<file path="src/rtl/request_encoder_pkg.sv">
// Shared constants, state encoding and popcount helper for the request encoder.
package request_encoder_pkg;

    localparam int N_REQ = 32;
    localparam int IDX_W = 5;
    localparam int CNT_W = 6;

    typedef enum logic {
        IDLE  = 1'b0,
        SERVE = 1'b1
    } state_t;

    function automatic logic [CNT_W-1:0] popcount32(input logic [N_REQ-1:0] v);
        logic [CNT_W-1:0] c;
        c = '0;
        for (int i = 0; i < N_REQ; i++) begin
            c = c + {{(CNT_W-1){1'b0}}, v[i]};
        end
        return c;
    endfunction

endpackage

</file>
<file path="src/rtl/request_encoder_if.sv">
// Load/stream handshake bundle between a producer/consumer and the request encoder.
interface request_encoder_if;
    import request_encoder_pkg::*;

    logic             load;
    logic [N_REQ-1:0] req_in;
    logic             out_ready;
    logic             out_valid;
    logic [IDX_W-1:0] stream_out;
    logic [N_REQ-1:0] grant;
    logic             last;
    logic             busy;
    logic [CNT_W-1:0] count;

    modport slave (
        input  load, req_in, out_ready,
        output out_valid, stream_out, grant, last, busy, count
    );

    modport master (
        output load, req_in, out_ready,
        input  out_valid, stream_out, grant, last, busy, count
    );

endinterface

</file>
<file path="src/rtl/request_encoder_lowest_set32.sv">
// Combinational lowest-set-bit finder: one-hot, binary index and found flag.
module lowest_set32 (
    input  logic [31:0] i_vec,
    output logic [31:0] o_onehot,
    output logic [4:0]  o_idx,
    output logic        o_found
);

    assign o_onehot = i_vec & (~i_vec + 32'd1);
    assign o_found  = |i_vec;

    // Scan from the top so the lowest set bit is the last one written.
    always_comb begin
        o_idx = '0;
        for (int i = 31; i >= 0; i--) begin
            if (i_vec[i]) o_idx = i[4:0];
        end
    end

endmodule

</file>
<file path="src/rtl/request_encoder.sv">
// Serves the labels of a captured request vector one per transfer, lowest first.
// state | meaning
// IDLE  | no batch; a non-zero load is captured
// SERVE | batch in progress; lowest pending label presented, load ignored
module request_encoder
    import request_encoder_pkg::*;
#(
    parameter int N_REQ = request_encoder_pkg::N_REQ,
    parameter int IDX_W = request_encoder_pkg::IDX_W
) (
    input  logic               clock,
    input  logic               reset,
    request_encoder_if.slave   bus
);

    state_t           r_state;
    state_t           w_next_state;
    logic [N_REQ-1:0] r_pend;
    logic [CNT_W-1:0] r_count;
    logic [N_REQ-1:0] w_onehot;
    logic [IDX_W-1:0] w_idx;
    logic             w_found;
    logic             w_accept;
    logic             w_xfer;
    logic             w_valid;

    lowest_set32 u_lowest (
        .i_vec    (r_pend),
        .o_onehot (w_onehot),
        .o_idx    (w_idx),
        .o_found  (w_found)
    );

    assign w_valid  = (r_state == SERVE);
    assign w_accept = (r_state == IDLE) && bus.load && (|bus.req_in);
    assign w_xfer   = w_valid && w_found && bus.out_ready;

    always_ff @(posedge clock or negedge reset) begin
        if (!reset) r_state <= IDLE;
        else        r_state <= w_next_state;
    end

    always_comb begin
        w_next_state = r_state;
        case (r_state)
            IDLE:  if (w_accept) w_next_state = SERVE;
            SERVE: if (w_xfer && ((r_pend & ~w_onehot) == '0)) w_next_state = IDLE;
            default: w_next_state = IDLE;
        endcase
    end

    always_ff @(posedge clock or negedge reset) begin
        if (!reset) begin
            r_pend  <= '0;
            r_count <= '0;
        end else if (w_accept) begin
            r_pend  <= bus.req_in;
            r_count <= popcount32(bus.req_in);
        end else if (w_xfer) begin
            r_pend  <= r_pend & ~w_onehot;
            r_count <= r_count - 1'b1;
        end
    end

    // Index is sent MSB-first so it matches the 5-to-32 decoder on the far side.
    assign bus.stream_out = w_valid ? {w_idx[0], w_idx[1], w_idx[2], w_idx[3], w_idx[4]} : '0;
    assign bus.grant      = w_valid ? w_onehot : '0;
    assign bus.out_valid  = w_valid;
    assign bus.busy       = w_valid;
    assign bus.count      = r_count;
    assign bus.last       = w_valid && (r_count == 6'd1);

endmodule

</file>
<file path="src/flat_wrapper.sv">
// flat-port wrapper written by rule: the top's interface ports become plain ports
module request_encoder_flat import request_encoder_pkg::*;
#(
    parameter int N_REQ = request_encoder_pkg::N_REQ,
    parameter int IDX_W = request_encoder_pkg::IDX_W
)
  (clock, reset, bus_load, bus_req_in, bus_out_ready, bus_out_valid, bus_stream_out, bus_grant, bus_last, bus_busy, bus_count);
  request_encoder_if bus_i ();
  input  logic clock;
  input  logic reset;
  input wire logic [$bits(bus_i.load)-1:0] bus_load;
  input wire logic [$bits(bus_i.req_in)-1:0] bus_req_in;
  input wire logic [$bits(bus_i.out_ready)-1:0] bus_out_ready;
  output wire logic [$bits(bus_i.out_valid)-1:0] bus_out_valid;
  output wire logic [$bits(bus_i.stream_out)-1:0] bus_stream_out;
  output wire logic [$bits(bus_i.grant)-1:0] bus_grant;
  output wire logic [$bits(bus_i.last)-1:0] bus_last;
  output wire logic [$bits(bus_i.busy)-1:0] bus_busy;
  output wire logic [$bits(bus_i.count)-1:0] bus_count;
  assign bus_i.load = bus_load;
  assign bus_i.req_in = bus_req_in;
  assign bus_i.out_ready = bus_out_ready;
  assign bus_out_valid = bus_i.out_valid;
  assign bus_stream_out = bus_i.stream_out;
  assign bus_grant = bus_i.grant;
  assign bus_last = bus_i.last;
  assign bus_busy = bus_i.busy;
  assign bus_count = bus_i.count;
  request_encoder #(.N_REQ(N_REQ), .IDX_W(IDX_W)) u_core (.clock(clock), .reset(reset), .bus(bus_i));
endmodule
</file>
<file path="config.mk">
export PLATFORM = sky130hd
export DESIGN_NAME = request_encoder_flat
export DESIGN_NICKNAME = d
export VERILOG_FILES = /design/src/rtl/request_encoder_pkg.sv /design/src/rtl/request_encoder_if.sv /design/src/rtl/request_encoder_lowest_set32.sv /design/src/rtl/request_encoder.sv /design/src/flat_wrapper.sv
export SDC_FILE = /design/constraint.sdc
export NUM_CORES = 1
export LEC_CHECK = 0
export CAP_MARGIN = 20
export CORE_ASPECT_RATIO = 2
export CORE_MARGIN = 5
export CORE_UTILIZATION = 52
export DETAILED_ROUTE_END_ITERATION = 16
export PLACE_DENSITY = 0.79
export SYNTH_ARGS = -nofsm -noshare
export SYNTH_HDL_FRONTEND = slang
export SYNTH_SLANG_ARGS = --single-unit
</file>
<file path="constraint.sdc">
create_clock -name clock -period 3.2 [get_ports clock]
set_input_delay 0.8 -clock clock [delete_from_list [all_inputs] [get_ports clock]]
set_output_delay 0.8 -clock clock [all_outputs]
set_load 0.01 [all_outputs]
</file>
Word-level counts from Yosys, hierarchy flattened --
Cells that the tools add are included.
Operators by class: add/sub/neg operators 33, multiply operators 0, divide/modulo/power cells 0, $lt $le $gt $ge 0, equality and inequality tests 1, shift-type cells 0, mux-type cells 41, bitwise operators 5, reduce and logical (&&, ||, !) cells 10
Operator list (count):
- $add A6 B1 Y6 | 30
- $mux W5 | 33
- $mux W32 | 3
- $and A32 B32 Y32 | 2
- $not A32 Y32 | 2
- $reduce_or A32 Y1 | 2
- $add A32 B1 Y32 const B | 1
- $logic_not A32 Y1 | 1
- $mux W6 | 2
- $eq A6 B1 Y1 const B | 1
- $logic_and A1 B1 Y1 | 6
- $sub A6 B1 Y6 const B | 1
- $add A1 B1 Y2 | 1
- $mux W1 | 2
- $pmux W1 S2 | 1
- $reduce_bool A2 Y1 | 1
- $not A1 Y1 | 1
Word-level totals: register bits 39, bits in latches 0, RAM bits 0, memory bits (read-only) 0, input port bits 36, output and inout port bits 46, word-level logic and storage cells 93, memories 0

Depth between registers and ports, before layout --
Gate-level depths: netlist (run 1).
word-level depth 33, depth in mapped cells 18, depth with buffers taken out 18

Cells and area by module --
From an unflattened synthesis (run 1), not the netlist that was laid out.
Unflattened totals: cell total of the unflattened synthesis 509, area, all modules 3925.0 um^2
By module, submodules not included:
- request_encoder | times used 1, cells an instance 395, area each 3188.1 um^2, seq. area each 975.9 um^2
- lowest_set32 | times used 1, cells an instance 114, area each 737.0 um^2, seq. area each 0.0 um^2

Worst setup path after synthesis (run 1) --
OpenSTA, ideal clock, no wires.
path type input to register, start point input bus_req_in[0], end point register u_core.r_count[4], in the netlist u_core.bus.count[4], library setup time 77 ps, arrival time 5410 ps, data required time 3123 ps, setup slack -2286 ps, stages 17, buffers on the path 0, cell sequence inv_1 ha_1 inv_1 fa_1 fa_1 fa_1 fa_1 fa_1 fa_1 inv_1 fa_1 fa_1 a21o_1 a21oi_1 xnor2_1 nand2_1 o21ai_1
On the way: longest elaborated chain between the ends 32, elaborated cells on any way between the ends 35, classes of those cells 31 x add/sub; 1 x mux; 3 x reduce/logical
RTL lines:
- start: declaration | line flat_wrapper.sv:12 | input wire logic [$bits(bus_i.req_in)-1:0] bus_req_in;
- $add A1 B1 Y2 | line request_encoder_pkg.sv:17 | c = c + {{(CNT_W-1){1'b0}}, v[i]};
- $add A6 B1 Y6 (30 in a row) | line request_encoder_pkg.sv:17
- $mux W6 | line request_encoder.sv:56 | end else if (w_accept) begin
- end signal: assignment | line request_encoder.sv:58 | r_count <= popcount32(bus.req_in);
- end signal: assignment | line request_encoder.sv:61 | r_count <= r_count - 1'b1;
- end: declaration | line request_encoder.sv:19 | logic [CNT_W-1:0] r_count;
Several ways; a longest one is shown, not always the timed one. A chain may end at the register's enable or synchronous reset.

Worst setup path in the final report (run 1) --
start point input bus_req_in[10], end point register u_core.r_count[4], in the netlist u_core.bus.count[4]
On the way: longest elaborated chain between the ends 23, elaborated cells on any way between the ends 26, classes of those cells 22 x add/sub; 1 x mux; 3 x reduce/logical
RTL lines (line):
- $add A6 B1 Y6 (22 in a row) | request_encoder_pkg.sv:17
- $mux W6 | request_encoder.sv:56
Several ways; a longest one is shown, not always the timed one.

==> run metrics, run 1 <==
Yosys cell types=65; Num CTS Buffers=5; reg-to-reg slack, setup=0.46 ns; post-layout minimum cycle time=5.321 ns; sequential share of the synthesized area=26.05%; Synth Flop Type=dfrtp_1; detailed-placement wirelength estimate=11,330 um; maximum vdd drop=1.314 mV; via count=4,300; Mapped Cells=444; worst r2r src=u_core.r_pend[11]; number of port buffers=81; fraction of layout cells with a size suffix above 1=28.10%; CTS root buf=clkbuf_16; fin. max-slew vios=0; Critical Path Fanout Max=2; met1 Track Usage GR=34.57%; WS Path Type=in2reg; Synth Cell Area=3746 um^2; R2R Path End=u_core.bus.busy; syn avg cell area=8.437 um^2; core area=6994 um^2; Critical-path top delay cell=fa_1; GRT Total Usage=32.66%; Initial Util=53.56%; final wirelength=14,720 um; vias in the first global route=4,502; Util after Layout=80.38%; failing checks=negative setup slack; status=complete, but fails checks; RSZ-0062 raised after global routing=yes; relative slew slack=34.28%; LEAKAGE=2.799 nW; largest net degree at the start of global routing=44; clock skew=0.004269 ns; IO Pins=82; diode count=0; synthesis-stage register bit count=39; ys async rst share=100.0%; CP Capture Type=flip-flop; crit path from=bus_req_in[10]; GR peak layer=met2; Arr. time, crit path=5.54 ns; Hold WS=0.5374 ns; Final Hold Viols=0; TritonCTS clock tree=done; cell row count=43; Synth warnings=0; hold path endpoint=u_core.bus.count[5]; CP max stage delay=0.55 ns; WL per Instance=21.18 um; Worst path most repeated cell=fa_1; part of the cycle the worst path needs=166.3%; First-pass DRT Iterations=5; chip height=130.0 um; WHS Path Cells=1; Cell Chain, Critical Path=dlygate4sd2_1 -> inv_1 -> fa_1 -> fa_1 -> fa_1 -> fa_1 -> fa_1 -> fa_1 -> inv_2 -> fa_2 -> fa_2 -> a21o_1 -> a21oi_2 -> xnor2_1 -> nand2_1 -> o21ai_1; aggregate global routing overflow=0; MaxCap Viol Count=0; antenna violations before repair=0; DRT iter0 DRCs=534; DRC violations left=0; Max Fclk=187.9 MHz; EDFF count, synth=0; Final Wtd Congestion=1.007; met2 Track Usage GR=59.01%; H-Tree Depth=2; worst-case reg-to-reg path depth=10; Setup crit start kind=input port; WP data required=3.41 ns; Clock Latency Late Sink=0.29 ns; first-pass GRT wire length=22,740 um; Setup-failing EPs final=6; clock transition at the registers of the reported paths=0.06 ns; Via density=6.187; clock sink count=39; met3 Use GR=4.009%; Area growth syn-to-layout=50.07%; setup slack after layout=-2.121 ns; hold path startpoint=u_core.bus.count[5]; die area=9104 um^2; final net count=675; die width=70.02 um; class of the worst hold path=reg2reg; post-route ant nets=0; Slew @ Worst Pin=0.9858 ns; Max clock buf depth=2; power density cells=1268 nW/um^2; Mapped Nets=515
==> worst max-delay path: cells and delay by family <==
family,cells,cell delay (ns)
compound gates,3,0.46
xor+xnor,1,0.13
fa+ha+maj,8,3.66
buf+inv,3,0.41
simple gates,1,0.08
==> state kept, by name, summed over array words and instances, names as in the netlist <==
register          count
u_core.bus.busy       1
u_core.r_pend        32
u_core.bus.count      6
==> per-layer routing <==
metal / up-vias / part of all wire (%)
met4: 0 / 7.0
met5: - / 0
met1: 2068 / 34
met3: 75 / 5.6
met2: 256 / 53
li1: 1901 / -
==> stage by stage <==
step | setup TNS, ns | std cells | area (um^2) | total power, mW | setup WS [ns]
final | -11.47 | 695 | 5622 | 7.128 | -2.121
after global routing | -12.19 | 695 | 5622 | 7.622 | -2.210
after CTS | -12.73 | 690 | 5474 | 6.731 | -2.347
after detailed placement | -16.10 | 677 | 5255 | 6.017 | -2.883
after global placement | -15.30 | 677 | 5255 | 5.836 | -2.747
after floorplan | -10.48 | 444 | 3785 | 3.884 | -2.005
==> power by group <==
group / total, mW / switching (mW) / internal, mW / leakage, nW
clock network: 0.497 / 0.209 / 0.289 / 0.0679
logic: 5.68 / 3.02 / 2.66 / 2.22
registers: 0.946 / 0.237 / 0.709 / 0.508
==> synthesized netlist by cell type (all sizes together) (4+ instances only) <==
cell,number,share of area [%]
and3,18,3.0
or2,4,0.73
a221oi,4,0.94
fa,24,13
and2,5,0.84
a211oi,6,1.2
ha,11,3.7
nand2,24,2.5
a21oi,26,3.5
or3,5,0.84
clkbuf,20,2.0
mux2i,6,1.6
inv,54,5.4
dfrtp,39,26
nor3,19,2.5
o21ai,30,4.0
nor4,18,4.4
nand4,4,1.1
a21o,6,1.2
nor2,37,3.9
a22o,11,2.6
or4,4,0.90
buf,10,1.7
nand3,7,1.1
==> cells by family (layout without fill, tap and decap cells) <==
family / count (synthesis) / count (layout) / share of synthesized area, %
simple gates: 162 / 162 / 25.42
xor+xnor: 6 / 6 / 1.403
mux: 6 / 6 / 1.603
buf+inv: 84 / 245 / 9.118
compound gates: 110 / 110 / 19.37
fa+ha+maj: 37 / 37 / 17.03
flops: 39 / 39 / 26.05
==> worst max-delay path by stage <==
stage	cells after the start	to	slack [ns]
floorplan	17	u_core.bus.count[4]	-2.00
global placement	19	u_core.bus.count[4]	-2.75
detailed placement	19	u_core.bus.count[4]	-2.88
CTS	19	u_core.bus.count[4]	-2.35
global route	18	u_core.bus.count[4]	-2.21
finish	16	u_core.bus.count[4]	-2.12
==> placed cells by master (no fill, tap or decap), types with 6 or more instances in the layout <==
| cell type | instances |
|---|---|
| inv_2 | 7 |
| o21ai_0 | 13 |
| dlygate4sd2_1 | 16 |
| clkdlybuf4s50_1 | 40 |
| fa_1 | 22 |
| a22o_1 | 11 |
| dlymetal6s2s_1 | 9 |
| ha_1 | 10 |
| inv_1 | 45 |
| a21o_1 | 6 |
| nand3_1 | 6 |
| nor4_4 | 6 |
| dfrtp_1 | 39 |
| o21ai_1 | 15 |
| nor4_1 | 11 |
| mux2i_1 | 6 |
| nor2_1 | 31 |
| buf_4 | 101 |
| and3_1 | 17 |
| a21oi_1 | 24 |
| nor3_1 | 16 |
| nand2_1 | 22 |
| clkdlybuf4s15_1 | 6 |
==> layout make-up <==
class | instances | area [um^2]
multi-input combinational | 321 | 2620
timing repair buffer | 183 | 1555
fill | 478 | 1373
sequential | 39 | 975.9
inverter | 54 | 220.2
clock buffer | 7 | 132.6
tap | 90 | 112.6
clock inverter | 1 | 5.005
==> repair_timing <==
| action | in CTS | in global routing |
|---|---|---|
| buffers inserted | 5 | 6 |
| hold buffers | 0 | 0 |
| resized for setup | 60 | 60 |
| pin swaps | 25 | 30 |
| endpoints found under the setup margin | 29 | 23 |
Power figures use the tool's default switching activity.
==> run 2, diff against run 1 <==
GPL_TIMING_DRIVEN = 0   (was default)
REMOVE_ABC_BUFFERS = 1   (was default)
clock period = 5.6 ns   (was 3.2 ns; I/O delays follow)
==> run 2 against run 1 <==
  * Non-clock buffer count fell by 97
  * Final cell count fell by 14%
  * Cell area fell by 15%
  * Global-route usage fell by 6.8 points
  * Largest cell class unchanged
  * Sequential cell count did not move
  * The flow still finishes with violations (negative setup slack)
  * Count of clock-buffer cells in the layout rose by 1
  * Die area did not move
  * Critical endpoint is now u_core.bus.count[2]
==> run metrics, run 2 (synthesis results as in run 1) <==
status=complete, but fails checks; failing checks=negative setup slack; first-pass GRT wire length=18,400 um (-19%); Initial Util=53.56% (unchanged); WHS Path Cells=1 (unchanged); Worst path most repeated cell=fa_1; CP Depth=18 (+2); clock skew=0.002747 ns (-0.001523 ns); CTS root buf=clkbuf_16; post-layout instance area=4756 um^2 (-15%); Util after Layout=68.00% (-12 points); Critical Path Fanout Max=2 (unchanged); die area=9104 um^2 (unchanged); Area after DPL=4558 um^2 (-13%); class of the worst hold path=reg2reg; clock transition at the registers of the reported paths=0.06 ns (about the same); post-layout minimum cycle time=5.959 ns; power density cells=708.1 nW/um^2 (-44%); Arr. time, crit path=6.10 ns (+0.56 ns); TritonCTS clock tree=done; setup slack after layout=-0.3588 ns (+1.762 ns); post-route ant nets=0 (unchanged); RSZ-0062 raised after global routing=yes; antenna violations before repair=0 (unchanged); final wirelength=11,690 um (-21%); fraction of layout cells with a size suffix above 1=9.646% (-18 points); R2R Path End=u_core.r_pend[23]; Area growth syn-to-layout=26.95%; post-layout instance count excluding filler cells=598 (-14%); worst-case reg-to-reg path depth=7 (-3); fin. max-slew vios=0 (unchanged); core area=6994 um^2 (unchanged); most flop-heavy register=u_core.r_pend; Final Wtd Congestion=0.9500 (-5.7%); aggregate global routing overflow=0 (unchanged); number of port buffers=81 (unchanged); Slew @ Worst Pin=1.043 ns (+0.05742 ns); diode count=0 (unchanged); Via density=6.333 (+2.4%); CP delay by family, top=adder cells; maximum vdd drop=0.7413 mV (-44%); relative slew slack=30.45% (-3.8 points); Max clock buf depth=2 (unchanged); most frequent cells in the layout=clkdlybuf4s50_1 (64), inv_1 (48), dfrtp_1 (39); commonest non-fill, non-tap cell in the layout=clkdlybuf4s50_1; final net count=578 (-14%); worst r2r src=u_core.r_pend[3]; Critical-path top delay cell=fa_1; CP Buf/Inv Count=6 (+3); vias in the first global route=3,679 (-18%); First-pass DRT Iterations=6 (+1); IO Pins=82 (unchanged); largest net degree at the start of global routing=45 (+2.3%); # hold bufs at CTS=0 (unchanged); Cell Chain, Critical Path=buf_8 -> inv_4 -> ha_4 -> inv_2 -> fa_1 -> fa_1 -> fa_1 -> fa_1 -> fa_1 -> fa_1 -> inv_2 -> fa_2 -> fa_2 -> buf_4 -> buf_6 -> xor2_1 -> nand2_1 -> o21ai_2; WP data required=5.74 ns (+2.33 ns); GRT Total Usage=25.89% (-6.8 points); Setup crit start kind=input port; DRC violations left=0 (unchanged); LEAKAGE=2.078 nW (-26%); CP max stage delay=0.55 ns (about the same); MaxCap Viol Count=0 (unchanged); clock sink count=39 (unchanged); WS Path Type=in2reg; Tot Pwr=3.368 mW (-53%); DRT iter0 DRCs=467 (-13%); H-Tree Depth=2 (unchanged); Clock Latency Late Sink=0.29 ns (about the same); WL per Instance=19.55 um (-7.7%); Setup-failing EPs final=5 (-1); via count=3,787 (-12%); dpl ws=-1.253 ns (+1.630 ns); cell row count=43 (unchanged); TNS Setup=-0.9852 ns (+10.49 ns); Setup crit end=u_core.bus.count[2]; Final Hold Viols=0 (unchanged); part of the cycle the worst path needs=106.4%; Num CTS Buffers=5 (unchanged); Hold WS=0.5305 ns (-0.006879 ns); placed cell count=587 (-13%); chip height=130.0 um (unchanged); Max Fclk=167.8 MHz; reg-to-reg slack, setup=2.03 ns (+1.57 ns); Largest register FFs=32 (unchanged); die width=70.02 um (unchanged); detailed-placement wirelength estimate=8884 um (-22%); CP Capture Type=flip-flop; crit path from=bus_req_in[1]
## run 2: cell count changes in the layout (fill, tap and decap cells not counted), moves of 5 or more
| cell | previous run | this run |
|---|---|---|
| buf_4 | 101 | 3 |
| clkdlybuf4s50_1 | 40 | 64 |
| dlygate4sd2_1 | 16 | 2 |
| dlymetal6s2s_1 | 9 | 0 |
| nor2_1 | 31 | 36 |
## run 2: final cells by class
cell class	count	area (um^2)
sequential	39	975.9
multi-input combinational	321	2459
timing repair buffer	86	844.6
inverter	54	207.7
fill	583	2238
tap	90	112.6
clock buffer	8	156.4
## run 2: worst min path at each step
stage	from	end	slack, ns
floorplan	u_core.r_pend[26]	u_core.r_pend[26]	0.52
finish	u_core.bus.count[5]	u_core.bus.count[5]	0.53
detailed placement	u_core.bus.count[5]	u_core.bus.count[5]	0.52
global placement	u_core.bus.count[5]	u_core.bus.count[5]	0.51
global route	u_core.bus.count[5]	u_core.bus.count[5]	0.55
CTS	u_core.bus.count[5]	u_core.bus.count[5]	0.53
## run 2: where the power goes
part,internal (mW),total (mW),switching (mW)
clock,0.190,0.309,0.119
sequential,0.403,0.681,0.278
combinational,1.12,2.38,1.26
total,1.71,3.37,1.66
## run 2: per-layer routing
metal  wire length (um)  vias up  track usage (%)
met1               4310     1844            28.73
met4                795        0            17.83
met2               6050      180            45.84
met5                  0        -                0
li1                   -     1708                -
met3                533       55            2.930
## run 2: timing repair
| item | 4_1_cts | 5_1_grt |
|---|---|---|
| endpoints found under the setup margin | 6 | 5 |
| endpoints found under the hold margin | 0 | 0 |
| buffers inserted | 2 | 1 |
| pin swaps | 20 | 13 |
| resized for setup | 60 | 6 |
